===== config.mk =====
export PLATFORM = sky130hd
export DESIGN_NAME = controle_vai_vem_flat
export DESIGN_NICKNAME = d
export VERILOG_FILES = /design/src/rtl/controle_vai_vem_pkg.sv /design/src/rtl/controle_vai_vem_if.sv /design/src/rtl/controle_vai_vem_gerador_tick.sv /design/src/rtl/controle_vai_vem.sv /design/src/flat_wrapper.sv
export SDC_FILE = /design/constraint.sdc
export NUM_CORES = 1
export LEC_CHECK = 0
export BUFFER_PORTS_ARGS = -buffer_cell sky130_fd_sc_hd__buf_2
export CAP_MARGIN = 15
export CORE_MARGIN = 2
export CORE_UTILIZATION = 45
export CTS_BUF_LIST = sky130_fd_sc_hd__clkbuf_4
export DETAILED_ROUTE_END_ITERATION = 10
export PLACE_DENSITY = 0.68
export SYNTH_ARGS = -nofsm -noshare
export SYNTH_HDL_FRONTEND = slang
export SYNTH_SLANG_ARGS = --single-unit

===== constraint.sdc =====
create_clock -name clock -period 4.15 [get_ports clock]
set_input_delay 0.2075 -clock clock [delete_from_list [all_inputs] [get_ports clock]]
set_output_delay 0.2075 -clock clock [all_outputs]
set_load 0.01 [all_outputs]

===== src/rtl/controle_vai_vem_pkg.sv =====
// Shared definitions for the back-and-forth position controller.
// The display logic uses the same state codes and debug width.
package controle_vai_vem_pkg;

  localparam int DB_W    = 3;
  localparam int SWEEP_W = 8;

  typedef enum logic [DB_W-1:0] {
    OCIOSO    = 3'd0,
    CENTRA    = 3'd1,
    MANUAL    = 3'd2,
    VARRE_VAI = 3'd3,
    VARRE_VEM = 3'd4
  } estado_t;

endpackage


===== src/rtl/controle_vai_vem_if.sv =====
// Request/command bundle between the controller and its position counter.
// The master side is the user/counter side; the slave side is the controller.
interface controle_vai_vem_if #(parameter int N = 7) ();
  import controle_vai_vem_pkg::*;

  logic               iniciar;
  logic               parar;
  logic               modo;
  logic               btn_vai;
  logic               btn_vem;
  logic [N-1:0]       Q;
  logic               set_pos;
  logic [N-1:0]       D;
  logic               vai;
  logic               vem;
  logic               enable_mov;
  logic               ocupado;
  logic [SWEEP_W-1:0] varreduras;
  logic [DB_W-1:0]    db_estado;

  modport master (
    output iniciar, parar, modo, btn_vai, btn_vem, Q,
    input  set_pos, D, vai, vem, enable_mov, ocupado, varreduras, db_estado
  );

  modport slave (
    input  iniciar, parar, modo, btn_vai, btn_vem, Q,
    output set_pos, D, vai, vem, enable_mov, ocupado, varreduras, db_estado
  );

endinterface


===== src/rtl/controle_vai_vem_gerador_tick.sv =====
// Movement prescaler: counts 0..T-1 while enabled and emits a registered
// one-clock tick after the T-1 count.
module gerador_tick #(
  parameter int T = 50
) (
  input  logic clock,
  input  logic zera_as,
  input  logic clear,
  input  logic enable,
  output logic tick
);

  localparam int CW = (T > 1) ? $clog2(T) : 1;
  localparam logic [CW-1:0] LAST = CW'(T - 1);

  logic [CW-1:0] count_q, count_d;
  logic          tick_q, tick_d;

  always_comb begin
    count_d = count_q;
    tick_d  = 1'b0;
    if (clear) begin
      count_d = '0;
    end else if (enable) begin
      if (count_q == LAST) begin
        count_d = '0;
        tick_d  = 1'b1;
      end else begin
        count_d = count_q + 1'b1;
      end
    end
  end

  always_ff @(posedge clock or posedge zera_as) begin
    if (zera_as) begin
      count_q <= '0;
      tick_q  <= 1'b0;
    end else begin
      count_q <= count_d;
      tick_q  <= tick_d;
    end
  end

  assign tick = tick_q;

endmodule


===== src/rtl/controle_vai_vem.sv =====
// Controller that centres a position counter and then either follows the
// manual buttons or sweeps it end to end, counting completed sweeps.
module controle_vai_vem
  import controle_vai_vem_pkg::*;
#(
  parameter int M = 100,
  parameter int N = 7,
  parameter int T = 50
) (
  input  logic               clock,
  input  logic               zera_as,
  controle_vai_vem_if.slave  bus
);

  localparam logic [N-1:0]       Q_MAX    = N'(M - 1);
  localparam logic [N-1:0]       D_CENTRO = N'(M / 2 - 1);
  localparam logic [SWEEP_W-1:0] SAT      = {SWEEP_W{1'b1}};

  estado_t            state_q, state_d;
  logic [SWEEP_W-1:0] varreduras_q, varreduras_d;
  logic               set_pos, vai, vem;
  logic               mov_ativo, tick_clear, enable_mov;

  always_comb begin
    state_d = state_q;
    set_pos = 1'b0;
    vai     = 1'b0;
    vem     = 1'b0;
    case (state_q)
      OCIOSO:    if (bus.iniciar && !bus.parar) state_d = CENTRA;
      CENTRA: begin
        set_pos = 1'b1;
        state_d = bus.modo ? VARRE_VAI : MANUAL;
      end
      MANUAL: begin
        vai = bus.btn_vai && !bus.btn_vem;
        vem = bus.btn_vem && !bus.btn_vai;
      end
      VARRE_VAI: begin
        vai = 1'b1;
        if (bus.Q == Q_MAX) state_d = VARRE_VEM;
      end
      VARRE_VEM: begin
        vem = 1'b1;
        if (bus.Q == '0) state_d = VARRE_VAI;
      end
      default:   state_d = OCIOSO;
    endcase
    // Stop wins over every other transition, including end-of-travel turns.
    if (bus.parar && state_q != OCIOSO) state_d = OCIOSO;
  end

  always_comb begin
    varreduras_d = varreduras_q;
    if (state_d == CENTRA) begin
      varreduras_d = '0;
    end else if (state_q == VARRE_VEM && state_d == VARRE_VAI && varreduras_q != SAT) begin
      varreduras_d = varreduras_q + 1'b1;
    end
  end

  always_ff @(posedge clock or posedge zera_as) begin
    if (zera_as) begin
      state_q      <= OCIOSO;
      varreduras_q <= '0;
    end else begin
      state_q      <= state_d;
      varreduras_q <= varreduras_d;
    end
  end

  assign mov_ativo  = (state_q == MANUAL) || (state_q == VARRE_VAI) || (state_q == VARRE_VEM);
  assign tick_clear = (state_q == OCIOSO) || (state_q == CENTRA);

  gerador_tick #(.T(T)) u_gerador_tick (
    .clock   (clock),
    .zera_as (zera_as),
    .clear   (tick_clear),
    .enable  (mov_ativo),
    .tick    (enable_mov)
  );

  assign bus.set_pos    = set_pos;
  assign bus.D          = D_CENTRO;
  assign bus.vai        = vai;
  assign bus.vem        = vem;
  assign bus.enable_mov = enable_mov;
  assign bus.ocupado    = (state_q != OCIOSO);
  assign bus.varreduras = varreduras_q;
  assign bus.db_estado  = state_q;

endmodule

===== src/flat_wrapper.sv =====
// flat-port wrapper written by rule: the top's interface ports become plain ports
module controle_vai_vem_flat import controle_vai_vem_pkg::*;
#(
  parameter int M = 100,
  parameter int N = 7,
  parameter int T = 50
)
  (clock, zera_as, bus_iniciar, bus_parar, bus_modo, bus_btn_vai, bus_btn_vem, bus_Q, bus_set_pos, bus_D, bus_vai, bus_vem, bus_enable_mov, bus_ocupado, bus_varreduras, bus_db_estado);
  controle_vai_vem_if #(.N(N)) bus_i ();
  input  logic clock;
  input  logic zera_as;
  input wire logic [$bits(bus_i.iniciar)-1:0] bus_iniciar;
  input wire logic [$bits(bus_i.parar)-1:0] bus_parar;
  input wire logic [$bits(bus_i.modo)-1:0] bus_modo;
  input wire logic [$bits(bus_i.btn_vai)-1:0] bus_btn_vai;
  input wire logic [$bits(bus_i.btn_vem)-1:0] bus_btn_vem;
  input wire logic [$bits(bus_i.Q)-1:0] bus_Q;
  output wire logic [$bits(bus_i.set_pos)-1:0] bus_set_pos;
  output wire logic [$bits(bus_i.D)-1:0] bus_D;
  output wire logic [$bits(bus_i.vai)-1:0] bus_vai;
  output wire logic [$bits(bus_i.vem)-1:0] bus_vem;
  output wire logic [$bits(bus_i.enable_mov)-1:0] bus_enable_mov;
  output wire logic [$bits(bus_i.ocupado)-1:0] bus_ocupado;
  output wire logic [$bits(bus_i.varreduras)-1:0] bus_varreduras;
  output wire logic [$bits(bus_i.db_estado)-1:0] bus_db_estado;
  assign bus_i.iniciar = bus_iniciar;
  assign bus_i.parar = bus_parar;
  assign bus_i.modo = bus_modo;
  assign bus_i.btn_vai = bus_btn_vai;
  assign bus_i.btn_vem = bus_btn_vem;
  assign bus_i.Q = bus_Q;
  assign bus_set_pos = bus_i.set_pos;
  assign bus_D = bus_i.D;
  assign bus_vai = bus_i.vai;
  assign bus_vem = bus_i.vem;
  assign bus_enable_mov = bus_i.enable_mov;
  assign bus_ocupado = bus_i.ocupado;
  assign bus_varreduras = bus_i.varreduras;
  assign bus_db_estado = bus_i.db_estado;
  controle_vai_vem #(.M(M), .N(N), .T(T)) u_core (.clock(clock), .zera_as(zera_as), .bus(bus_i));
endmodule

### Word level (Yosys, flattened, before mapping)

Index checks and enable logic that the tools add are counted.

| storage, ports and cells | value |
|---|---|
| register bits after elaboration | 18 |
| bits of input ports | 14 |
| logic and storage cells | 49 |

| operators by class | value |
|---|---|
| $add $sub $neg | 2 |
| equality and inequality tests | 9 |
| muxes and demuxes | 17 |
| reductions and logical operators | 17 |

Operator list:

| kind | count |
|---|---|
| 6-bit two-way mux | 3 |
| 8-bit two-way mux | 2 |
| 3-bit case mux with 5 select lines | 1 |
| 3-bit two-way mux | 4 |
| 3-bit by 2-bit equality test with 1-bit output, second input constant | 3 |
| 8-bit by 1-bit adder with 8-bit output, second input constant | 1 |
| 8-bit != test, second input constant | 1 |
| 7-bit equality test, second input constant | 1 |
| 7-bit zero test | 1 |
| 6-bit by 1-bit adder with 6-bit output, second input constant | 1 |
| 3-bit by 1-bit equality test with 1-bit output, second input constant | 2 |
| 6-bit equality test, second input constant | 1 |
| 1-bit logical AND | 6 |
| 1-bit two-way mux | 5 |
| 1-bit case mux with 2 select lines | 2 |
| 2-bit nonzero test | 2 |
| 3-bit equality test, second input constant | 1 |
| 1-bit zero test | 3 |
| 3-bit zero test | 1 |
| 1-bit logical OR | 3 |
| 3-bit nonzero test | 1 |

### Depth between registers and ports, before layout

| depth | value |
|---|---|
| word-level depth | 10 |
| gate-level depth with buffers | 6 |
| depth with buffers taken out | 6 |

### By module

Synthesis repeated with hierarchy kept, for this count alone.

| unflattened totals | value |
|---|---|
| cells, all modules | 137 |
| area total of the unflattened synthesis | 1212.4 µm² |

By module, submodules not included:

| module | times used | cells an instance | area each (µm²) |
|---|---|---|---|
| controle_vai_vem | 1 | 96 | 787.0 |
| gerador_tick | 1 | 41 | 425.4 |

### Worst setup path before layout

OpenSTA, ideal clock, no wires.

| path | value |
|---|---|
| path type | reg-to-reg |
| start point | reg u_core.state_q[0] (netlist: u_core.bus.db_estado[0]) |
| end point | reg u_core.varreduras_q[3] (netlist: u_core.bus.varreduras[3]) |
| arrival time | 1.822 ns |
| required time | 4.073 ns |
| setup slack | 2.251 ns |
| stages on the path, launching flop included | 5 |
| path buffers | 0 |
| clock period less this slack | 1.899 ns |
| cells stage by stage | dfrtp_1 > or3b_1 > or4_1 > or3_1 > a21oi_1 |

| between the ends | value |
|---|---|
| cells in the longest elaborated chain, start to end | 7 |
| elaborated cells on any way between the ends | 18 |
| classes of those cells | 6 x eq/ne; 6 x mux; 6 x reduce/logical |

RTL lines:

| what | line | source |
|---|---|---|
| start: declaration | controle_vai_vem.sv:19 | `estado_t state_q, state_d;` |
| start signal: assignment | controle_vai_vem.sv:67 | `state_q <= state_d;` |
| 3-bit equality test (tied with other cells) | controle_vai_vem.sv:29, controle_vai_vem.sv:57 |  |
| 3-bit case mux with 5 select lines or 1-bit logical AND (tied branches) | controle_vai_vem.sv:29, controle_vai_vem.sv:50 |  |
| 3-bit two-way mux | controle_vai_vem.sv:50 | `if (bus.parar && state_q != OCIOSO) state_d = OCIOSO;` |
| 3-bit by 2-bit equality test with 1-bit output | controle_vai_vem.sv:57 | `end else if (state_q == VARRE_VEM && state_d == VARRE_VAI && varreduras_q != SAT) begin` |
| 1-bit logical AND (2 in a row) | controle_vai_vem.sv:57 |  |
| 2-bit nonzero test (no source line) | - |  |
| end signal: assignment | controle_vai_vem.sv:68 | `varreduras_q <= varreduras_d;` |
| end: declaration | controle_vai_vem.sv:20 | `logic [SWEEP_W-1:0] varreduras_q, varreduras_d;` |

Parallel ways exist; a longest one is shown, timed or not.
A chain may end at the register's enable or synchronous reset.

### Worst setup path in the final report

| path | value |
|---|---|
| start point | reg u_core.state_q[2] (netlist: u_core.bus.db_estado[2]) |
| end point | reg u_core.varreduras_q[3] (netlist: u_core.bus.varreduras[3]) |

Same word-level chain as after synthesis.

==> metrics <==
peak supply drop=0.000233 V; Worst Skew=0.00545 ns; layout cells sized above 1=20.2%; compound-gate portion of the synthesized area=18.4%; post-DP HPWL=1.95 mm; syn_area_per_cell=8.62 µm²; top post-synthesis cells by count=dfrtp_1, nand2_1, a21oi_1, nor2_1, nand3_1; combinational power share=27.8%; Placed Instances=189; most numerous cell in the Yosys netlist=dfrtp_1; synth top area cells=dfrtp_1, buf_4, a21oi_1; worst path arrival time=2.36 ns; router iterations before antenna repair=4; Overall Global Routing Usage=19.8%; critical path cell sequence=or3b_1 -> or4_1 -> or3_1 -> a21oi_1; vias=1076; post-synthesis sequential area ratio=38.7%; dominant synthesized flop cell=dfrtp_1; Cell Area, Synth=1160 µm²; Synth Area in Simple Gates=27.4%; htree depth=1; post-route setup TNS=0 ns; vias in the first global route=1007; die area=3010 µm²; Crit path max-delay family=simple AND/OR/NAND/NOR gates; Die H=54.9 µm; sequential power share=50.8%; post-CTS setup repair buffer count=0; drt wl/cell=13.3 µm; drt total wl=2.56 mm; maxcap violations=0; XOR/XNOR share of the synthesized area=0.753%; CTS sink cnt=18; Crit Path Class=reg2reg; Slew Limit Fails=0; Slew headroom=51.9%; period utilization=51.5%; Clock Pin Slew Worst Setup and Hold Paths=0.11 ns; Clock Path Buffers=2; status=completed; post-synth top area share=38.7%; Post-DRT Antenna Nets=0; Die X=54.9 µm; post-placement setup slack=2.03 ns; Synth Area in Adders=3.23%; Max Clock Freq=0.468 GHz; Hold Buf Count CTS=0; CP Capture Type=flip-flop; Design Area, Final=1330 µm²; fin crit period=2.14 ns; initial core utilization=47.4%; RSZ-0062 raised after global routing=no; Bufs and invs on worst path=0; number of synthesized flops with an enable pin=0; Final Hold Fails=0; Worst EP required=4.38 ns; # setup viols final=0; first-pass GRT wire length=4.24 mm; placed cell areas=1300 µm²; Synth Warn #=0; gpl congestion=0.828; internal power component=271 µW; Clk network pwr share=21.3%; power density over the cells=320 nW/µm²; worst slew pin tran=0.721 ns; initial antenna violation count=0; TritonCTS Buffers=3; #FFs+latches synth=18; TritonCTS clock tree=built; diode count=0; share of flip-flops with an asynchronous set or reset=100%; root buffer cell=clkbuf_4; Clk Latency, worst-skew pair=0.30 ns; Sw Pwr=154 µW; fin cells=193; worst-path fanout max=15; flop-to-flop setup slack=2.01 ns; Sw Ratio=36.3%; fin nets=181; post-synthesis mux area share=3.44%; largest net degree at the start of global routing=19; main combinational cell family by area after synthesis=simple AND/OR/NAND/NOR gates; Iter 0 DRT Violations=24; CP Launch Type=flip-flop; largest area contributor in the netlist=dfrtp_1; cts repair resizes=0; core footprint=2450 µm²; PnR Total Power=425 µW; # port buffers=29; Critical-path top delay cell=dfrtp_1; DR DRC count=0; Via-to-Cell Ratio=5.58; CP peak stage delay=0.57 ns; Cells after Synth=135; total I/O pin count=37; row count=18; worst min path class=in2async; Leakage=0.645 nW; P&R area growth vs syn=14.1%; setup slack after layout=2.01 ns; total gr overflow=0; Yosys cell types=40
-- worst paths after layout --
| kind | startpoint | end | cells past startpoint |
|---|---|---|---|
| max | u_core.bus.db_estado[2] | u_core.bus.varreduras[3] | 4 |
| min | zera_as | u_core.bus.varreduras[7] | 2 |
| max reg2reg | u_core.bus.db_estado[2] | u_core.bus.varreduras[3] | 4 |
| min reg2reg | u_core.u_gerador_tick.count_q[5] | u_core.u_gerador_tick.count_q[5] | 1 |
| max in group asynchronous | zera_as | u_core.bus.db_estado[1] | 2 |
| min in group clock | bus_parar | u_core.bus.db_estado[1] | 3 |
-- registers in the layout, summed over array words and instances (netlist names) --
| register | flops |
|---|---|
| u_core.bus.db_estado | 3 |
| u_core.bus.varreduras | 8 |
| u_core.u_gerador_tick.count_q | 6 |
| u_core.u_gerador_tick.tick | 1 |
-- power by group through the flow --
stage               logic [mW]  clock network (mW)  registers, mW
CTS                      0.119              0.0950          0.216
global route             0.138               0.100          0.220
detailed placement       0.118                   0          0.220
finish                   0.118              0.0905          0.216
floorplan               0.0958                   0          0.206
global placement         0.117                   0          0.217
-- routing by layer --
| layer | track usage [%] | share of wire (%) | up-vias |
|---|---|---|---|
| li1 | - | - | 544 |
| met1 | 24.6 | 45 | 497 |
| met2 | 32.7 | 49 | 31 |
| met3 | 4.92 | 4.7 | 4 |
| met4 | 7.50 | 1.3 | 0 |
| met5 | 0 | 0 | - |
-- through the flow --
stage	hold slack (ns)	util [%]
2_1_floorplan	0.146	-
3_3_place_gp	0.348	53.0
3_5_place_dp	0.363	53.0
4_1_cts	0.0294	54.1
5_1_grt	0.0707	54.1
6_report	0.00873	54.1
-- layout make-up --
type	count	area (µm²)
multi-input cells	106	646
fillers	231	1130
inverters	6	22.5
repair buffers	29	145
well taps	30	37.5
flip-flops and latches	18	450
clock inverters	1	3.75
clock buffers	3	22.5
-- kinds of logic (layout without fill, tap and decap cells) --
family / count (synthesis) / in the layout
adders and majority gates: 3 / 3
and+or+nand+nor: 58 / 58
other: 2 / 7
muxes: 4 / 4
AOI/OAI and AO/OA: 33 / 33
DFF: 18 / 18
buffers and inverters: 16 / 39
xor gates and xnor gates: 1 / 1
-- worst reg2reg max path, stage by stage, from the launching register on --
cell and delay, ns:
dfrtp_1 0.57, or3b_1 0.49, or4_1 0.56, or3_1 0.31, a21oi_1 0.14
-- placed cells by master (no fill, tap or decap), types with 2 or more instances in the layout --
cell type  Yosys  routed
o21ai_0        5       5
or3_1          3       3
a21oi_1        9       9
inv_1          6       6
nor2b_1        3       3
nor2_1         9       9
clkbuf_4       0       3
nand2b_1       4       4
nor3b_1        2       2
conb_1         2       7
nand2_1       12      12
nand3_1        8       8
mux2i_1        4       4
o22ai_1        2       2
nand4_1        3       3
dfrtp_1       18      18
o211ai_1       2       2
buf_2          0      29
or4_1          4       4
nor3_1         2       2
and2_1         2       2
a31oi_1        5       5
ha_1           3       3
Power figures use the tool's default switching activity.
